### config.mk
export PLATFORM = sky130hd
export DESIGN_NAME = alu_dispatch
export DESIGN_NICKNAME = d
export VERILOG_FILES = /design/src/rtl/alu_dispatch_pkg.sv /design/src/rtl/alu_dispatch_cmd_fifo.sv /design/src/rtl/alu_dispatch.sv
export SDC_FILE = /design/constraint.sdc
export NUM_CORES = 1
export LEC_CHECK = 0
export CAP_MARGIN = 20
export CELL_PAD_IN_SITES_DETAIL_PLACEMENT = 1
export CELL_PAD_IN_SITES_GLOBAL_PLACEMENT = 2
export CORE_MARGIN = 1
export CORE_UTILIZATION = 37
export DETAILED_ROUTE_END_ITERATION = 8
export PLACE_DENSITY_LB_ADDON = 0.12
export SLEW_MARGIN = 20
export SYNTH_ARGS = -nofsm -noshare
export SYNTH_HDL_FRONTEND = slang
export SYNTH_SLANG_ARGS = --single-unit
### constraint.sdc
create_clock -name clk -period 2.9 [get_ports clk]
set_input_delay 0.87 -clock clk [delete_from_list [all_inputs] [get_ports clk]]
set_output_delay 0.87 -clock clk [all_outputs]
set_load 0.05 [all_outputs]
### src/rtl/alu_dispatch_pkg.sv
// Shared definitions for the ALU command dispatcher: opcodes, the
// divide-by-zero result pattern, FSM state type and a decode helper.
package alu_dispatch_pkg;

   localparam logic [2:0]  OP_ADD = 3'd0;
   localparam logic [2:0]  OP_SUB = 3'd1;
   localparam logic [2:0]  OP_AND = 3'd2;
   localparam logic [2:0]  OP_OR  = 3'd3;
   localparam logic [2:0]  OP_XOR = 3'd4;
   localparam logic [2:0]  OP_SLL = 3'd5;
   localparam logic [2:0]  OP_SRL = 3'd6;
   localparam logic [2:0]  OP_DIV = 3'd7;

   localparam logic [31:0] DIVZERO_RESULT = 32'hFFFF_FFFF;

   typedef enum logic [1:0] {
      ST_IDLE = 2'd0,
      ST_BUSY = 2'd1,
      ST_HOLD = 2'd2
   } state_t;

   // A divide with a zero divisor is answered locally instead of issued.
   function automatic logic is_divzero(input logic [2:0] cmd, input logic [31:0] b);
      return (cmd == OP_DIV) && (b == 32'd0);
   endfunction

endpackage

### src/rtl/alu_dispatch_cmd_fifo.sv
// Synchronous command FIFO. Push is refused while full even when a pop
// happens on the same edge; pointers wrap naturally (DEPTH is a power of two).
module alu_dispatch_cmd_fifo #(
   parameter int WIDTH = 71,
   parameter int DEPTH = 4
) (
   input  logic                         clk,
   input  logic                         reset,
   input  logic                         i_push,
   input  logic [WIDTH-1:0]             i_wdata,
   input  logic                         i_pop,
   output logic [WIDTH-1:0]             o_rdata,
   output logic                         o_full,
   output logic                         o_empty,
   output logic [$clog2(DEPTH+1)-1:0]   o_count
);

   localparam int AW = $clog2(DEPTH);
   localparam int CW = $clog2(DEPTH+1);

   logic [WIDTH-1:0] r_mem [DEPTH];
   logic [AW-1:0]    r_wptr;
   logic [AW-1:0]    r_rptr;
   logic [CW-1:0]    r_count;
   logic             w_push;
   logic             w_pop;

   assign o_full  = (r_count == CW'(DEPTH));
   assign o_empty = (r_count == '0);
   assign o_count = r_count;
   assign o_rdata = r_mem[r_rptr];
   assign w_push  = i_push & ~o_full;
   assign w_pop   = i_pop & ~o_empty;

   // Entry storage; payload needs no reset since occupancy gates its use.
   always_ff @(posedge clk) begin
      if (w_push) begin
         r_mem[r_wptr] <= i_wdata;
      end
   end

   // Pointer and occupancy bookkeeping.
   always_ff @(posedge clk or negedge reset) begin
      if (!reset) begin
         r_wptr  <= '0;
         r_rptr  <= '0;
         r_count <= '0;
      end else begin
         if (w_push) r_wptr <= r_wptr + 1'b1;
         if (w_pop)  r_rptr <= r_rptr + 1'b1;
         case ({w_push, w_pop})
            2'b10:   r_count <= r_count + 1'b1;
            2'b01:   r_count <= r_count - 1'b1;
            default: r_count <= r_count;
         endcase
      end
   end

endmodule

### src/rtl/alu_dispatch.sv
// Command buffer and issue stage ahead of the ALU. Queues tagged commands,
// issues one at a time, intercepts divide-by-zero, and hands the tagged
// result to writeback over a valid/ready handshake.
module alu_dispatch #(
   parameter int DEPTH = 4,
   parameter int TAG_W = 4
) (
   input  logic                         clk,
   input  logic                         reset,
   input  logic                         i_valid,
   input  logic [31:0]                  i_a,
   input  logic [31:0]                  i_b,
   input  logic [2:0]                   i_cmd,
   input  logic [TAG_W-1:0]             i_tag,
   output logic                         o_ready,
   output logic [$clog2(DEPTH+1)-1:0]   o_count,
   output logic [31:0]                  o_alu_a,
   output logic [31:0]                  o_alu_b,
   output logic [2:0]                   o_alu_cmd,
   output logic                         o_alu_start,
   input  logic                         i_alu_ready,
   input  logic                         i_alu_valid,
   input  logic [31:0]                  i_alu_result,
   output logic                         o_res_valid,
   output logic [31:0]                  o_res_data,
   output logic [TAG_W-1:0]             o_res_tag,
   output logic                         o_res_err,
   input  logic                         i_res_ready
);

   import alu_dispatch_pkg::*;

   localparam int ENTRY_W = 67 + TAG_W;

   state_t             r_state;
   logic [31:0]        r_alu_a;
   logic [31:0]        r_alu_b;
   logic [2:0]         r_alu_cmd;
   logic               r_alu_start;
   logic [TAG_W-1:0]   r_tag;
   logic               r_res_valid;
   logic [31:0]        r_res_data;
   logic [TAG_W-1:0]   r_res_tag;
   logic               r_res_err;

   logic [ENTRY_W-1:0] w_head;
   logic [31:0]        w_head_a;
   logic [31:0]        w_head_b;
   logic [2:0]         w_head_cmd;
   logic [TAG_W-1:0]   w_head_tag;
   logic               w_full;
   logic               w_empty;
   logic               w_pop;

   assign {w_head_a, w_head_b, w_head_cmd, w_head_tag} = w_head;

   // Pop only when nothing is outstanding and the ALU can take work.
   assign w_pop   = (r_state == ST_IDLE) & ~w_empty & i_alu_ready;
   assign o_ready = ~w_full;

   alu_dispatch_cmd_fifo #(
      .WIDTH (ENTRY_W),
      .DEPTH (DEPTH)
   ) u_cmd_fifo (
      .clk     (clk),
      .reset   (reset),
      .i_push  (i_valid),
      .i_wdata ({i_a, i_b, i_cmd, i_tag}),
      .i_pop   (w_pop),
      .o_rdata (w_head),
      .o_full  (w_full),
      .o_empty (w_empty),
      .o_count (o_count)
   );

   // Issue FSM: IDLE pops and issues, BUSY waits for the ALU, HOLD offers the result.
   always_ff @(posedge clk or negedge reset) begin
      if (!reset) begin
         r_state     <= ST_IDLE;
         r_alu_a     <= '0;
         r_alu_b     <= '0;
         r_alu_cmd   <= '0;
         r_alu_start <= 1'b0;
         r_tag       <= '0;
         r_res_valid <= 1'b0;
         r_res_data  <= '0;
         r_res_tag   <= '0;
         r_res_err   <= 1'b0;
      end else begin
         r_alu_start <= 1'b0;
         unique case (r_state)
            ST_IDLE: begin
               if (w_pop) begin
                  r_alu_a   <= w_head_a;
                  r_alu_b   <= w_head_b;
                  r_alu_cmd <= w_head_cmd;
                  r_tag     <= w_head_tag;
                  if (is_divzero(w_head_cmd, w_head_b)) begin
                     r_res_data  <= DIVZERO_RESULT;
                     r_res_err   <= 1'b1;
                     r_res_valid <= 1'b1;
                     r_res_tag   <= w_head_tag;
                     r_state     <= ST_HOLD;
                  end else begin
                     r_alu_start <= 1'b1;
                     r_state     <= ST_BUSY;
                  end
               end
            end
            ST_BUSY: begin
               if (i_alu_valid) begin
                  r_res_data  <= i_alu_result;
                  r_res_err   <= 1'b0;
                  r_res_valid <= 1'b1;
                  r_res_tag   <= r_tag;
                  r_state     <= ST_HOLD;
               end
            end
            ST_HOLD: begin
               if (i_res_ready) begin
                  r_res_valid <= 1'b0;
                  r_state     <= ST_IDLE;
               end
            end
            default: r_state <= ST_IDLE;
         endcase
      end
   end

   assign o_alu_a     = r_alu_a;
   assign o_alu_b     = r_alu_b;
   assign o_alu_cmd   = r_alu_cmd;
   assign o_alu_start = r_alu_start;
   assign o_res_valid = r_res_valid;
   assign o_res_data  = r_res_data;
   assign o_res_tag   = r_res_tag;
   assign o_res_err   = r_res_err;

endmodule

==> results.cfg <==
[worst_setup_path]
critPathArrivalTime_ns = 3.42
worst_path_max_delay_cell = sky130_fd_sc_hd__or4_4
crit-reg2reg-capture = o_res_data[20]$_DFFE_PN0P_
critical_path_class = reg2reg
cp_data_required_time_ns = 3.37
cp_common_cell = sky130_fd_sc_hd__buf_8
crit_buf_inv = 5
critical_path_peak_fanout = 10
rrSetupSlack_ns = -0.04
critical_path.reg2reg.startpoint = u_cmd_fifo.r_rptr[0]$_DFFE_PN0P_
setup.worst_path.end_class = flip-flop
cp_cell_sequence = buf_8, buf_6, mux4_2, nor4bb_4, buf_4, nand3_4, or4_4, buf_12, buf_8, a21oi_2
timing.critical_path.max_delay_family = simple AND/OR/NAND/NOR gates
cp_slowest_stage_delay_ns = 0.57
r2r.worst_path.cells = 10
start_kind = flip-flop

[final_layout]
finalCoreUtilization_pct = 50.6
syn2layout_area_growth_pct = 33.8
postLayoutCellArea_um2 = 20200
fin_cells = 1621
antenna-diode-count = 0
net_count_reported_at_finish = 1176
mostFrequentLayoutCell = sky130_fd_sc_hd__edfxtp_1
layout_common_cells = sky130_fd_sc_hd__edfxtp_1, sky130_fd_sc_hd__clkdlybuf4s50_1, sky130_fd_sc_hd__dfrtp_1
drive_above_1_share_pct = 30.2

[synth]
synth_top_cells_by_area = sky130_fd_sc_hd__edfxtp_1, sky130_fd_sc_hd__dfrtp_1, sky130_fd_sc_hd__mux4_2, sky130_fd_sc_hd__mux2_2, sky130_fd_sc_hd__nor2_1
synth_compound_gate_area_share_pct = 2.27
synth_fp_nets = 880
syn_avg_cell_area_um2 = 19.8
synthXorXnorAreaFrac_pct = 0.347
synth_top_area_share_pct = 56.4
postSynthCellCount = 765
synth_top_cell_by_area = sky130_fd_sc_hd__edfxtp_1
synth.distinct_cells = 37
post_synth_fa_ha_maj_area_fraction_pct = 0.546
ys_seq_area_share_pct = 76.0
fraction_of_the_mapped_netlist_area_in_simple_logic_gates_pct = 3.55
combinational_family_with_the_most_area_after_synthesis = multiplexers
number_of_synthesized_register_bits = 403
synth_warnings = 0
post_synth_instance_area_um2 = 15100
muxShareOfSynthArea_pct = 15.9

[die]
num_io_pins = 219
floorplan.rows = 73
die_width_um = 204
design.core.area_um2 = 40000
floorplan.die.height_um = 204
die_footprint_um2 = 41700
floorplan.initialDensity_pct = 37.8

[cts]
cts_tree = built
ctsHtreeMaxLevel = 2
clock_latency_ns = 0.57
cts.clk_slew.worst_paths_ns = 0.06
root_buffer = sky130_fd_sc_hd__clkbuf_16
tritoncts.num_buffers = 44
clock-sinks = 403
max-clock-path-buffers = 3

[detailed_routing]
post-route-drc-count = 0
drt_first_iter_violations = 299
ant_nets = 0
detail_route.vias_per_cell = 4.94
wirelength_um = 35400
route.vias.total = 8009
drt-wirelength-per-cell_um = 21.8
drt-pass1-iter-count = 6

[global_route]
gr-usage-all-layers_pct = 17.6
initial_antenna_violation_count = 1
maximum_number_of_pins_on_one_net_before_global_route_repair = 60
number_of_global_route_vias_before_repair = 9008
grt_first_pass_wirelength_um = 54700
grt.overflow.total = 0

[timing]
setup_viol_count_final = 34
worst_hold_slack_ns = 0.301
transition_time_of_the_tightest_slew_check_pin_ns = 0.602
setup_skew_ns = 0.0257
min_period_over_period_pct = 102
final-hold-violation-count = 0
worst_slew_margin_rel_pct = 59.9
timing.final.ws_setup_ns = -0.0441
rsz0062_at_grt = true
setup_tns_ns = -0.751
slew_violations = 0
layout_min_cycle_time_ns = 2.94
max_freq_mhz = 340

[place]
dpl-instance-area_um2 = 18400
placement.setup.worst_slack_ns = -0.453
detailedPlacementHpwl_um = 22000
place.port_buffers = 218
globalplace.congestion = 0.714
placed_cells_incl_taps = 1527

[hold_path]
hp-class = in2async

[power_and_ir_drop]
max-vdd-ir-drop_mv = 0.648
finalPower_mw = 24.1
p_leak_nw = 7.15
power.density_nw_per_um2 = 1190

[outcome]
outcome = finished with violations
violated_checks = negative setup slack

[job]
max_cap_viol_count = 0
## registers in the layout, summed over array words and instances (netlist names)
| signal | flops |
|---|---|
| r_state | 2 |
| u_cmd_fifo.r_rptr | 2 |
| r_tag | 4 |
| o_alu_b | 32 |
| o_alu_cmd | 3 |
| o_res_err | 1 |
| o_alu_start | 1 |
| o_alu_a | 32 |
| u_cmd_fifo.r_mem | 284 |
| o_res_data | 32 |
| u_cmd_fifo.r_wptr | 2 |
| u_cmd_fifo.o_count | 3 |
| o_res_valid | 1 |
| o_res_tag | 4 |
## kinds of logic (layout without fill, tap and decap cells)
family | Yosys count | after routing
xor gates and xnor gates | 6 | 6
buffers and inverters | 45 | 376
AOI/OAI and AO/OA | 48 | 48
muxes | 143 | 143
adders and majority gates | 6 | 6
DFF | 403 | 403
and+or+nand+nor | 114 | 114
## worst register-to-register path, delay by kind of cell (launching register included)
family,cells,cell delay (ns)
AND/OR/NAND/NOR,3,0.97
buffers and inverters,5,0.76
flip-flops,1,0.53
multiplexers,1,0.46
AO/OA/AOI/OAI,1,0.12
## repair_timing
item	CTS	global route
pin swaps	5	6
cloned	2	0
setup buffers	6	5
gates resized for setup	33	13
endpoints found under the setup margin	40	39
hold buffers	0	0
## worst max path at each step
stage | cells past startpoint | slack [ns] | from | end
after floorplan | 11 | 0.04 | i_alu_ready | u_cmd_fifo.o_count[2]$_DFFE_PN0P_
after global placement | 8 | -0.41 | u_cmd_fifo.r_rptr[0]$_DFFE_PN0P_ | o_res_data[27]$_DFFE_PN0P_
after detailed placement | 8 | -0.45 | u_cmd_fifo.r_rptr[0]$_DFFE_PN0P_ | o_res_data[20]$_DFFE_PN0P_
after CTS | 10 | -0.07 | u_cmd_fifo.r_rptr[0]$_DFFE_PN0P_ | o_res_data[16]$_DFFE_PN0P_
after global routing | 10 | -0.14 | u_cmd_fifo.r_rptr[0]$_DFFE_PN0P_ | o_res_data[20]$_DFFE_PN0P_
final | 10 | -0.04 | u_cmd_fifo.r_rptr[0]$_DFFE_PN0P_ | o_res_data[20]$_DFFE_PN0P_
## cells in the mapped netlist
master / count
sky130_fd_sc_hd__a221oi_1: 1
sky130_fd_sc_hd__inv_1: 9
sky130_fd_sc_hd__or3b_2: 1
sky130_fd_sc_hd__nand2b_1: 3
sky130_fd_sc_hd__and3_1: 4
sky130_fd_sc_hd__xnor2_1: 3
sky130_fd_sc_hd__buf_1: 4
sky130_fd_sc_hd__buf_6: 4
sky130_fd_sc_hd__edfxtp_1: 284
sky130_fd_sc_hd__or4_1: 2
sky130_fd_sc_hd__buf_4: 1
sky130_fd_sc_hd__o311ai_1: 1
sky130_fd_sc_hd__nor4bb_1: 1
sky130_fd_sc_hd__nor3_1: 7
sky130_fd_sc_hd__mux4_2: 71
sky130_fd_sc_hd__dfrtp_1: 119
sky130_fd_sc_hd__nor2_1: 72
sky130_fd_sc_hd__nor4b_2: 1
sky130_fd_sc_hd__fa_1: 1
sky130_fd_sc_hd__nor4_2: 2
sky130_fd_sc_hd__buf_2: 4
sky130_fd_sc_hd__a21oi_1: 17
sky130_fd_sc_hd__inv_2: 1
sky130_fd_sc_hd__nand2_1: 8
sky130_fd_sc_hd__mux2i_1: 5
sky130_fd_sc_hd__nand4_2: 1
sky130_fd_sc_hd__clkbuf_1: 22
sky130_fd_sc_hd__o21a_1: 4
sky130_fd_sc_hd__a21oi_2: 20
sky130_fd_sc_hd__mux2_2: 67
sky130_fd_sc_hd__o21ai_0: 1
sky130_fd_sc_hd__ha_1: 5
sky130_fd_sc_hd__and2_1: 1
sky130_fd_sc_hd__nor4_1: 8
sky130_fd_sc_hd__xor2_1: 3
sky130_fd_sc_hd__a211oi_1: 4
sky130_fd_sc_hd__nand3_1: 3
## routing by layer
metal | vias to the layer above | global-route usage [%] | wire length, um
met5 | - | 0 | 13
met3 | 56 | 4.10 | 2030
li1 | 3601 | - | -
met4 | 2 | 5.49 | 739
met2 | 191 | 28.3 | 16900
met1 | 4159 | 23.7 | 15700
## power breakdown
part           leakage (nW)  internal, mW  total [mW]  switching [mW]
registers              3.97          7.92        8.63           0.711
clock network         0.722          3.41        5.64            2.23
logic                  2.46          4.09        9.80            5.72
## area by class of cell
type,count,area [um2]
timing repair buffer,285,2930
tap,525,657
sequential,403,11500
fill,3698,19800
clock buffer,68,1320
multi-input combinational,317,3620
clock inverter,13,159
inverter,10,40.0
(Power assumes the default switching activity.)
